<file path="src/rtl/apb_gpio_ext.sv">
`default_nettype none
// +--------------------------------------------------------------------------+
// | Module   : apb_gpio_ext                                                  |
// | Brief    : APB GPIO with set/clear/toggle aliases, synchronised and      |
// |            debounced inputs, and edge/level interrupt flags.             |
// | Revision : 1.0                                                           |
// +--------------------------------------------------------------------------+
module apb_gpio_ext #(
  parameter int NBITS       = 8,
  parameter int SYNC_STAGES = 2,
  parameter int DBW         = 16
) (
  input  logic              clk,
  input  logic              rstn,
  input  logic              psel,
  input  logic              penable,
  input  logic              pwrite,
  input  logic [7:0]        paddr,
  input  logic [31:0]       pwdata,
  output logic [31:0]       prdata,
  output logic              pready,
  output logic              pslverr,
  input  logic [NBITS-1:0]  gpio_in,
  output logic [NBITS-1:0]  gpio_out,
  output logic [NBITS-1:0]  gpio_oe,
  output logic              irq
);

  localparam logic [1:0] c_op_set = 2'd0;
  localparam logic [1:0] c_op_or  = 2'd1;
  localparam logic [1:0] c_op_and = 2'd2;
  localparam logic [1:0] c_op_xor = 2'd3;

  localparam logic [2:0] c_idx_data  = 3'd0;
  localparam logic [2:0] c_idx_out   = 3'd1;
  localparam logic [2:0] c_idx_dir   = 3'd2;
  localparam logic [2:0] c_idx_imask = 3'd3;
  localparam logic [2:0] c_idx_ipol  = 3'd4;
  localparam logic [2:0] c_idx_iedge = 3'd5;
  localparam logic [2:0] c_idx_iflag = 3'd6;
  localparam logic [2:0] c_idx_dbper = 3'd7;

  logic [NBITS-1:0]                  r_out, r_dir, r_imask, r_ipol, r_iedge, r_iflag;
  logic [DBW-1:0]                    r_dbper, r_pcnt;
  logic [SYNC_STAGES-1:0][NBITS-1:0] r_sync;
  logic [NBITS-1:0]                  r_stable, r_stable_d;
  logic [NBITS-1:0][1:0]             r_dbcnt;
  logic                              r_irq;

  logic             w_access, w_valid, w_wr, w_tick;
  logic [2:0]       w_idx;
  logic [1:0]       w_op;
  logic [31:0]      w_rdata;
  logic [NBITS-1:0] w_wdata, w_sync, w_edge, w_level, w_event, w_clr;
  logic             w_unused;

  assign w_access = psel & penable;
  assign w_wr     = w_access & pwrite & w_valid;
  assign w_wdata  = pwdata[NBITS-1:0];
  assign w_sync   = r_sync[SYNC_STAGES-1];
  assign w_unused = &{1'b0, pwdata};

  // Aliases map onto the base register index with a read-modify-write op.
  always_comb begin
    w_valid = 1'b1;
    w_idx   = paddr[4:2];
    w_op    = c_op_set;
    case (paddr)
      8'h00, 8'h04, 8'h08, 8'h0C, 8'h10, 8'h14, 8'h18, 8'h1C: ;
      8'h54, 8'h58, 8'h5C: begin w_idx = {1'b0, paddr[3:2]}; w_op = c_op_or;  end
      8'h64, 8'h68, 8'h6C: begin w_idx = {1'b0, paddr[3:2]}; w_op = c_op_and; end
      8'h74, 8'h78, 8'h7C: begin w_idx = {1'b0, paddr[3:2]}; w_op = c_op_xor; end
      default:             begin w_valid = 1'b0; w_idx = c_idx_data; end
    endcase
  end

  always_comb begin
    w_rdata = '0;
    case (w_idx)
      c_idx_data:  w_rdata[NBITS-1:0] = r_stable;
      c_idx_out:   w_rdata[NBITS-1:0] = r_out;
      c_idx_dir:   w_rdata[NBITS-1:0] = r_dir;
      c_idx_imask: w_rdata[NBITS-1:0] = r_imask;
      c_idx_ipol:  w_rdata[NBITS-1:0] = r_ipol;
      c_idx_iedge: w_rdata[NBITS-1:0] = r_iedge;
      c_idx_iflag: w_rdata[NBITS-1:0] = r_iflag;
      default:     w_rdata[DBW-1:0]   = r_dbper;
    endcase
  end

  assign prdata   = (rstn && w_access && w_valid) ? w_rdata : 32'd0;
  assign pslverr  = rstn & w_access & ~w_valid;
  assign pready   = 1'b1;
  assign gpio_out = r_out;
  assign gpio_oe  = r_dir;
  assign irq      = r_irq;

  function automatic logic [NBITS-1:0] f_apply(input logic [1:0] op,
                                               input logic [NBITS-1:0] cur,
                                               input logic [NBITS-1:0] wd);
    case (op)
      c_op_or:  return cur | wd;
      c_op_and: return cur & wd;
      c_op_xor: return cur ^ wd;
      default:  return wd;
    endcase
  endfunction

  always_ff @(posedge clk or negedge rstn) begin
    if (!rstn) begin
      r_out   <= '0;
      r_dir   <= '0;
      r_imask <= '0;
      r_ipol  <= '0;
      r_iedge <= '0;
      r_dbper <= '0;
    end else if (w_wr) begin
      case (w_idx)
        c_idx_out:   r_out   <= f_apply(w_op, r_out, w_wdata);
        c_idx_dir:   r_dir   <= f_apply(w_op, r_dir, w_wdata);
        c_idx_imask: r_imask <= f_apply(w_op, r_imask, w_wdata);
        c_idx_ipol:  r_ipol  <= w_wdata;
        c_idx_iedge: r_iedge <= w_wdata;
        c_idx_dbper: r_dbper <= pwdata[DBW-1:0];
        default: ;
      endcase
    end
  end

  assign w_tick = (r_pcnt == r_dbper);

  always_ff @(posedge clk or negedge rstn) begin
    if (!rstn) begin
      r_pcnt <= '0;
    end else if ((w_wr && w_idx == c_idx_dbper) || w_tick) begin
      r_pcnt <= '0;
    end else begin
      r_pcnt <= r_pcnt + DBW'(1);
    end
  end

  // A pin's counter only advances while it disagrees with the debounced value.
  always_ff @(posedge clk or negedge rstn) begin
    if (!rstn) begin
      r_sync     <= '0;
      r_stable   <= '0;
      r_stable_d <= '0;
      r_dbcnt    <= '0;
    end else begin
      r_sync[0]  <= gpio_in;
      for (int s = 1; s < SYNC_STAGES; s++) r_sync[s] <= r_sync[s-1];
      r_stable_d <= r_stable;
      for (int i = 0; i < NBITS; i++) begin
        if (r_dbper == '0) begin
          r_stable[i] <= w_sync[i];
          r_dbcnt[i]  <= 2'd0;
        end else if (w_sync[i] == r_stable[i]) begin
          r_dbcnt[i]  <= 2'd0;
        end else if (w_tick) begin
          if (r_dbcnt[i] == 2'd2) begin
            r_stable[i] <= w_sync[i];
            r_dbcnt[i]  <= 2'd0;
          end else begin
            r_dbcnt[i]  <= r_dbcnt[i] + 2'd1;
          end
        end
      end
    end
  end

  assign w_edge  = (r_ipol & r_stable & ~r_stable_d) | (~r_ipol & ~r_stable & r_stable_d);
  assign w_level = ~(r_stable ^ r_ipol);
  assign w_event = (r_iedge & w_edge) | (~r_iedge & w_level);
  assign w_clr   = (w_wr && w_idx == c_idx_iflag) ? w_wdata : '0;

  always_ff @(posedge clk or negedge rstn) begin
    if (!rstn) begin
      r_iflag <= '0;
      r_irq   <= 1'b0;
    end else begin
      r_iflag <= (r_iflag & ~w_clr) | (w_event & r_imask);
      r_irq   <= |(r_iflag & r_imask);
    end
  end

endmodule
`default_nettype wire

</file>
<file path="config.mk">
export PLATFORM = sky130hd
export DESIGN_NAME = apb_gpio_ext
export DESIGN_NICKNAME = d
export VERILOG_FILES = /design/src/rtl/apb_gpio_ext.sv
export SDC_FILE = /design/constraint.sdc
export NUM_CORES = 1
export LEC_CHECK = 0
export ABC_AREA = 1
export CAP_MARGIN = 20
export CORE_MARGIN = 1
export CORE_UTILIZATION = 29
export CTS_BUF_LIST = sky130_fd_sc_hd__clkbuf_8 sky130_fd_sc_hd__clkbuf_16
export CTS_CLUSTER_SIZE = 25
export DETAILED_ROUTE_END_ITERATION = 8
export GPL_TIMING_DRIVEN = 0
export PLACE_DENSITY_LB_ADDON = 0.2
export SETUP_SLACK_MARGIN = 0.1
export SLEW_MARGIN = 20
export SYNTH_ARGS = -nofsm -noshare
export SYNTH_HDL_FRONTEND = slang
export SYNTH_SLANG_ARGS = --single-unit
export TNS_END_PERCENT = 20
</file>
<file path="constraint.sdc">
create_clock -name clk -period 2.2 [get_ports clk]
set_input_delay 0.44 -clock clk [delete_from_list [all_inputs] [get_ports clk]]
set_output_delay 0.44 -clock clk [all_outputs]
set_load 0.01 [all_outputs]
</file>
==> flow_summary_export.csv, run 1 <==
group,metric,value,unit
setup_path,worst_setup_path_start_kind,"input port",
floorplanning,core.rowCount,60,
global_route,antenna_found_initial,0,
yosys,ys_types,38,
clock_tree,clkSinkCount,129,
finish,final_cell_area,10530,um2
finish,nNetsFinal,1287,
global_route,grt_max_degree,75,
yosys,yosys.area.top_type_share,0.4001,
sta,max_freq,427.9,MHz
yosys,ys_async_sr_fraction,1.000,
clock_tree,clock_latency,0.42,ns
pwr,power-per-cell-area,539.3,nW/um2
yosys,syn_inst,1034,
clock_tree,clk_pin_slew,0.06,ns
setup_path,worstPathRequired,1.76,ns
route,drt_iter0_markers,431,
setup_path,cp-end-kind,"primary output",
sta,maxSlewViolCount,0,
clock_tree,htree_levels,4,
yosys,synth-simple-area-share,0.2790,
yosys,synth_xor_area_frac,0.02497,
sta,layout_setup_ws,-0.1372,ns
setup_path,reg2reg_depth,7,
yosys,synth.largest_area_cell,"dfrtp_1",
clock_tree,clk_path_buf_depth,2,
run_status,status,"finished, violations left",
finish,syn_to_final_growth,30.52,%
setup_path,timing.rr.start,"r_dbper[4]",
yosys,synth_edf_count,0,
pwr,ir_worst_vdd,0.0004826,V
floorplanning,initial_core_util,0.2977,
clock_tree,numCtsBuffers,17,
sta,setup_viol,8,
floorplanning,dieWidth,168.8,um
sta,worst_pin_slew,0.5779,ns
route,first_pass_iters,4,
hold_path,hold_class,"input port to asynchronous set/reset pin",
setup_path,crit_type,"input port to primary output",
pwr,pwr-share-seq,0.433,
pwr,total_power,5.679,mW
sta,slew_headroom,0.6147,
finish,instances_no_fill,1554,
yosys,ys_seq_area_frac,0.4001,
floorplanning,fp.dieArea,28500,um2
global_route,track_usage,0.1674,
route,wl,23.26,mm
route,wl_per_cell,14.97,um
finish,diodes,0,
yosys,synth_top_family_by_area,"simple AND/OR/NAND/NOR gates",
route,drc,0,
run_status,violations,"negative hold slack, negative setup slack",
yosys,synth_most_common_cell,"nand2_1",
setup_path,worst_ep_arrival_time,1.90,ns
floorplanning,coreArea,27100,um2
yosys,ys_ff_latch,129,
placed_design,placed_cell_area,9325,um2
yosys,netlist_area,8069,um2
yosys,synthAdderAreaFrac,0.1008,
yosys,synth_compound_area_frac,0.08916,
floorplanning,ios,104,
global_route,grt_pass1_vias,6883,
placed_design,dpl.hpwl,16.95,mm
setup_path,path_max_fanout,5,
global_route,grt_pass1_wl,37.16,mm
placed_design,io_buffers,68,
global_route,gr-total-overflow,0,
yosys,synth_mux_area_frac,0,
yosys,synthTopCellsByCount,"nand2_1, inv_1, dfrtp_1",
yosys,avgSynthCellArea,7.804,um2
setup_path,cp-startpoint,"paddr[7]",
pwr,p_clk_frac,0.479,
sta,grt_setup_unrepaired,"yes",
placed_design,placedCellCount,1490,
route,num_vias,7234,
sta,skew,0.01255,ns
sta,fin_crit,2.337,ns
placed_design,gp_congestion,0.8479,
yosys,synth_area_leaders,"dfrtp_1, nand2_1, ha_1",
sta,whs,-0.008622,ns
pwr,p_int,4.197,mW
floorplanning,dieHeight,168.8,um
finish,drive_gt1_frac,0.1844,
placed_design,place_ws,-1.403,ns
pwr,p_sw_frac,0.2609,
route,drtAntennaViolNets,0,
clock_tree,tritoncts,"built",
pwr,switchingPower,1.482,mW
route,vias_per_cell,4.655,
clock_tree,root_buffer,"clkbuf_16",
sta,finalCritPeriodShare,1.062,
pwr,power_leakage,4.897,nW
yosys,yosys_warnings,0,
yosys,ys.flop_type,"dfrtp_1",
pwr,combPwrFrac,0.089,
sta,hold_viol,2,
job,maxCapViolations,0,
-- cells by family after synthesis --
kind of cell / Yosys count
XOR/XNOR: 23
buffers and inverters: 195
AO/OA/AOI/OAI: 137
AND/OR/NAND/NOR: 483
adder cells (fa/ha/maj): 65
other: 2
flip-flops: 129
-- final timing paths --
check | to | slack [ns]
min in group clk | w_sync[2] | 0.35
max in group asynchronous | gpio_oe[0] | 1.41
max reg2reg | r_stable[2] | 0.27
max | prdata[4] | -0.14
min | r_iedge[3] | -0.009
min reg2reg | w_sync[2] | 0.35
-- state kept, by name, indices dropped and copies added, names as in the netlist --
signal and count:
r_ipol 8, irq 1, r_sync 8, r_imask 8
r_stable 8, r_iedge 8, w_sync 8, r_pcnt 16
r_dbcnt 16, r_stable_d 8, gpio_out 8, r_iflag 8
gpio_oe 8, r_dbper 16
-- power by group through the flow --
stage	Clock [mW]	Sequential, mW	Combinational, mW
2_1_floorplan	0	2.49	0.231
6_report	2.72	2.46	0.505
3_3_place_gp	0	2.50	0.420
5_1_grt	2.90	2.46	0.565
3_5_place_dp	0	2.50	0.429
4_1_cts	2.79	2.46	0.479
-- timing repair --
action | CTS | global route
buffers inserted | 22 | 6
cloned | 1 | 1
setup endpoints to repair | 90 | 27
endpoints found under the hold margin | 72 | 72
pin swaps | 26 | 27
resized for setup | 180 | 54
-- worst max-delay path, cell delays in order --
cell and delay, ns:
buf_8 0.11, inv_6 0.05, nand2_4 0.06, nor2_4 0.13, nand2_4 0.07, nand3_4 0.13
buf_12 0.13, buf_12 0.09, nand3_4 0.13, o21ai_2 0.16, nor2_2 0.06, a21oi_2 0.17
buf_2 0.16
-- final cells by class --
cell class / instances / area, um2
buffer: 46 / 347.8
clock buffer: 17 / 425.4
clock inverter: 15 / 136.4
fill: 2782 / 16570
inverter: 149 / 578.1
multi-input combinational: 725 / 4350
sequential: 129 / 3228
tap: 372 / 465.4
timing repair buffer: 101 / 999.7
-- metrics by stage --
step	util	hold slack (ns)	TNS, ns
finish	0.3886	-0.008622	-0.8230
global route	0.3886	0.004210	-1.600
CTS	0.3789	-0.08064	-0.8035
detailed placement	0.3441	0.3347	-55.53
global placement	0.3429	0.3341	-768.92
floorplan	-	0.1444	0
-- cells in the final DEF (no fill, tap or decap), types with 4 or more instances in the layout --
| cell type | instances |
|---|---|
| buf_12 | 7 |
| nand2_2 | 7 |
| clkinv_4 | 4 |
| a21oi_1 | 19 |
| nand2_4 | 11 |
| a21oi_2 | 7 |
| nand2_1 | 226 |
| inv_1 | 138 |
| inv_2 | 6 |
| nand4_1 | 53 |
| inv_6 | 6 |
| clkbuf_16 | 18 |
| buf_4 | 43 |
| nor3_1 | 15 |
| xnor2_1 | 19 |
| ha_1 | 65 |
| clkbuf_1 | 5 |
| o21ai_1 | 29 |
| nor3b_1 | 4 |
| nor2_4 | 10 |
| nor3_2 | 5 |
| dfrtp_1 | 129 |
| conb_1 | 17 |
| buf_6 | 9 |
| buf_8 | 5 |
| o21ai_2 | 6 |
| clkdlybuf4s50_1 | 44 |
| or2_2 | 6 |
| nor2_2 | 12 |
| o21ai_0 | 63 |
| xor2_1 | 4 |
| nor2_1 | 54 |
| nor4_1 | 4 |
| nand3_1 | 62 |
| o31ai_1 | 8 |
| buf_2 | 27 |
-- metal layers --
layer | GRT usage | up-vias | share of wire
met5 | 0 | - | 0
met4 | 0.04387 | 0 | 0.0076
met3 | 0.02198 | 10 | 0.049
met2 | 0.2587 | 159 | 0.45
met1 | 0.2443 | 3454 | 0.50
li1 | - | 3611 | -
No activity file was read; power rests on OpenSTA's default activity.
==> run 2: changes to the inputs <==
--- a/config.mk
+++ b/config.mk
@@ -5,7 +5,6 @@
 export SDC_FILE = /design/constraint.sdc
 export NUM_CORES = 1
 export LEC_CHECK = 0
-export ABC_AREA = 1
 export CAP_MARGIN = 20
 export CORE_MARGIN = 1
 export CORE_UTILIZATION = 29
==> flow_summary_export.csv, run 2 <==
group,metric,value,unit
pwr,ir_worst_vdd,0.0004301,V
clock_tree,htree_levels,4,
pwr,pwr-share-seq,0.360,
run_status,violations,"negative setup slack",
sta,final.setup.tns,-3.272,ns
clock_tree,root_buffer,"clkbuf_16",
placed_design,placedCellCount,1245,
pwr,combPwrFrac,0.217,
yosys,synth.largest_area_cell,"dfrtp_1",
yosys,synth_area_leaders,"dfrtp_1, ha_1, mux2i_1",
clock_tree,clk_pin_slew,0.06,ns
finish,final_cell_mix,"dfrtp_1, inv_1, nand2_1",
floorplanning,dieHeight,167.2,um
route,first_pass_iters,5,
global_route,grt_pass1_vias,6415,
setup_path,worst_setup_path_start_kind,"input port",
placed_design,dpl.hpwl,15.56,mm
yosys,synthTopCellsByCount,"dfrtp_1, inv_1, nand2_1",
route,num_vias,6317,
global_route,gr-total-overflow,0,
finish,syn_to_final_growth,34.19,%
route,drt_iter0_markers,315,
floorplanning,fp.dieArea,27950,um2
yosys,yosys_warnings,0,
finish,nNetsFinal,1075,
floorplanning,ios,104,
finish,final_common_cell,"dfrtp_1",
hold_path,hold_class,"input port to asynchronous set/reset pin",
sta,worst_pin_slew,0.6226,ns
sta,skew,0.007773,ns
placed_design,io_buffers,67,
route,wl,23.05,mm
route,top_layer,"met4",
pwr,power_leakage,4.855,nW
route,drc,0,
floorplanning,dieWidth,167.2,um
setup_path,path_max_fanout,4,
route,wl_met2,10.96,mm
pwr,p_clk_frac,0.423,
floorplanning,coreArea,26880,um2
pwr,switchingPower,2.355,mW
sta,finalCritPeriodShare,1.142,
route,drtAntennaViolNets,0,
global_route,grt_pass1_wl,36.50,mm
floorplanning,initial_core_util,0.2944,
yosys,avgSynthCellArea,9.638,um2
yosys,ys_types,51,
placed_design,gp_congestion,0.8219,
yosys,synth_most_common_cell,"dfrtp_1",
sta,hold_viol,0,
finish,drive_gt1_frac,0.2392,
setup_path,crit_type,"input port to primary output",
sta,setup_viol,16,
route,wl_per_cell,17.57,um
setup_path,reg2reg_depth,7,
global_route,grt_max_degree,48,
yosys,yosys.area.top_type_share,0.4080,
setup_path,regToRegSetupSlack,0.04,ns
route,vias_per_cell,4.815,
clock_tree,numCtsBuffers,17,
finish,fill_cells,2657,
placed_design,place_ws,-1.358,ns
setup_path,timing.rr.start,"r_pcnt[7]",
yosys,synth_edf_count,0,
yosys,syn_inst,821,
pwr,power-per-cell-area,733.7,nW/um2
setup_path,r2r_end,"r_dbcnt[13]",
setup_path,cp-end-kind,"primary output",
setup_path,worstPathRequired,1.76,ns
yosys,ys.flop_type,"dfrtp_1",
route,wl_met3,734,um
pwr,p_sw_frac,0.3023,
finish,top_regs,"r_dbcnt: 16 flops, r_dbper: 16 flops, r_pcnt: 16 flops",
yosys,ys_async_sr_fraction,1.000,
pwr,p_int,5.435,mW
global_route,antenna_found_initial,1,
yosys,ys_ff_latch,129,
clock_tree,clk_path_buf_depth,2,
clock_tree,clock_latency,0.43,ns
sta,slew_headroom,0.5817,
floorplanning,core.rowCount,60,
clock_tree,clkSinkCount,129,
global_route,track_usage,0.1700,
run_status,status,"finished, violations left",
sta,maxSlewViolCount,0,
yosys,ys_seq_area_frac,0.4080,
sta,grt_setup_unrepaired,"yes",
yosys,netlist_area,7913,um2
route,wl_met1,10.83,mm
clock_tree,tritoncts,"built",
setup_path,worst_ep_arrival_time,2.07,ns
job,maxCapViolations,0,
sta,fin_crit,2.513,ns
finish,instances_no_fill,1312,
sta,layout_setup_ws,-0.3125,ns
sta,max_freq,398.0,MHz
run 2: changes by cell type after synthesis, sizes merged, moves of 9 or more:
cell,previous run,this run
mux2,0,35
nand2,246,71
o22ai,2,33
clkbuf,8,17
nand4,55,9
nand3,68,10
inv,148,79
a22oi,0,15
o21ai,98,49
and2,0,10
mux2i,0,45
run 2: power groups by stage:
stage	Sequential [mW]	Clock, mW	Combinational [mW]
2_1_floorplan	2.77	0	1.08
4_1_cts	2.79	3.36	1.67
3_3_place_gp	2.83	0	1.49
3_5_place_dp	2.83	0	1.51
6_report	2.80	3.29	1.69
5_1_grt	2.83	3.47	1.87
run 2: logic make-up (layout without fill, tap and decap cells):
logic type / after synthesis / after routing / synth area share
xor+xnor: 38 / 38 / 0.04206
buf+inv: 134 / 268 / 0.07843
other cells: 2 / 18 / 0.0009491
mux: 80 / 80 / 0.1067
compound gates: 162 / 162 / 0.1384
flops: 129 / 129 / 0.4080
simple gates: 211 / 211 / 0.1227
fa+ha+maj: 65 / 65 / 0.1028
run 2: timing repair:
item	CTS	global route
endpoints found under the setup margin	64	68
pin swaps	29	24
gates cloned	1	0
hold endpoints to repair	47	0
buffers inserted	21	8
hold buffers	4	0
resized for setup	158	60
run 2: per-layer routing:
layer  vias up  GRT usage
met2       139     0.2756
met1      3073     0.2270
met4         0    0.06661
met3        29    0.02623
li1       3076          -
met5         -          0
run 2: layout make-up:
type	instances	area (um2)	share of cell area
Buffer	55	382.9	0.03606
Sequential cell	129	3236	0.3047
Clock buffer	17	425.4	0.04007
Timing Repair Buffer	102	1077	0.1015
Multi-Input combinational cell	573	4526	0.4262
Inverter	79	296.5	0.02793
Antenna cell	1	2.502	0.0002357
Tap cell	341	426.7	0.04018
Clock inverter	15	245.2	0.02310
run 2: critical path, cell delays in order:
cell	delay, ns
buf_6	0.10
or3_4	0.44
a2111oi_4	0.21
buf_4	0.20
buf_6	0.10
buf_6	0.10
nand2_4	0.05
o221ai_4	0.09
o221a_4	0.23
buf_6	0.10
run 2: per-stage QoR:
| step | cell area, um2 | power, mW | utilization | hold WS [ns] |
|---|---|---|---|---|
| final | 10620 | 7.790 | 0.3951 | 0.1024 |
| after global routing | 10620 | 8.172 | 0.3950 | 0.1125 |
| after CTS | 10330 | 7.827 | 0.3845 | 0.1092 |
| after detailed placement | 9107 | 4.347 | 0.3389 | 0.3347 |
| after global placement | 9075 | 4.320 | 0.3377 | 0.3364 |
| after floorplan | 7978 | 3.851 | - | 0.1444 |
run 2: worst max path at each step:
stage,start,to,cells after the start
3_3_place_gp,rstn,prdata[7],7
2_1_floorplan,paddr[3],prdata[0],6
4_1_cts,paddr[0],prdata[0],8
6_report,paddr[1],prdata[0],10
3_5_place_dp,paddr[6],prdata[7],8
5_1_grt,paddr[1],prdata[0],10
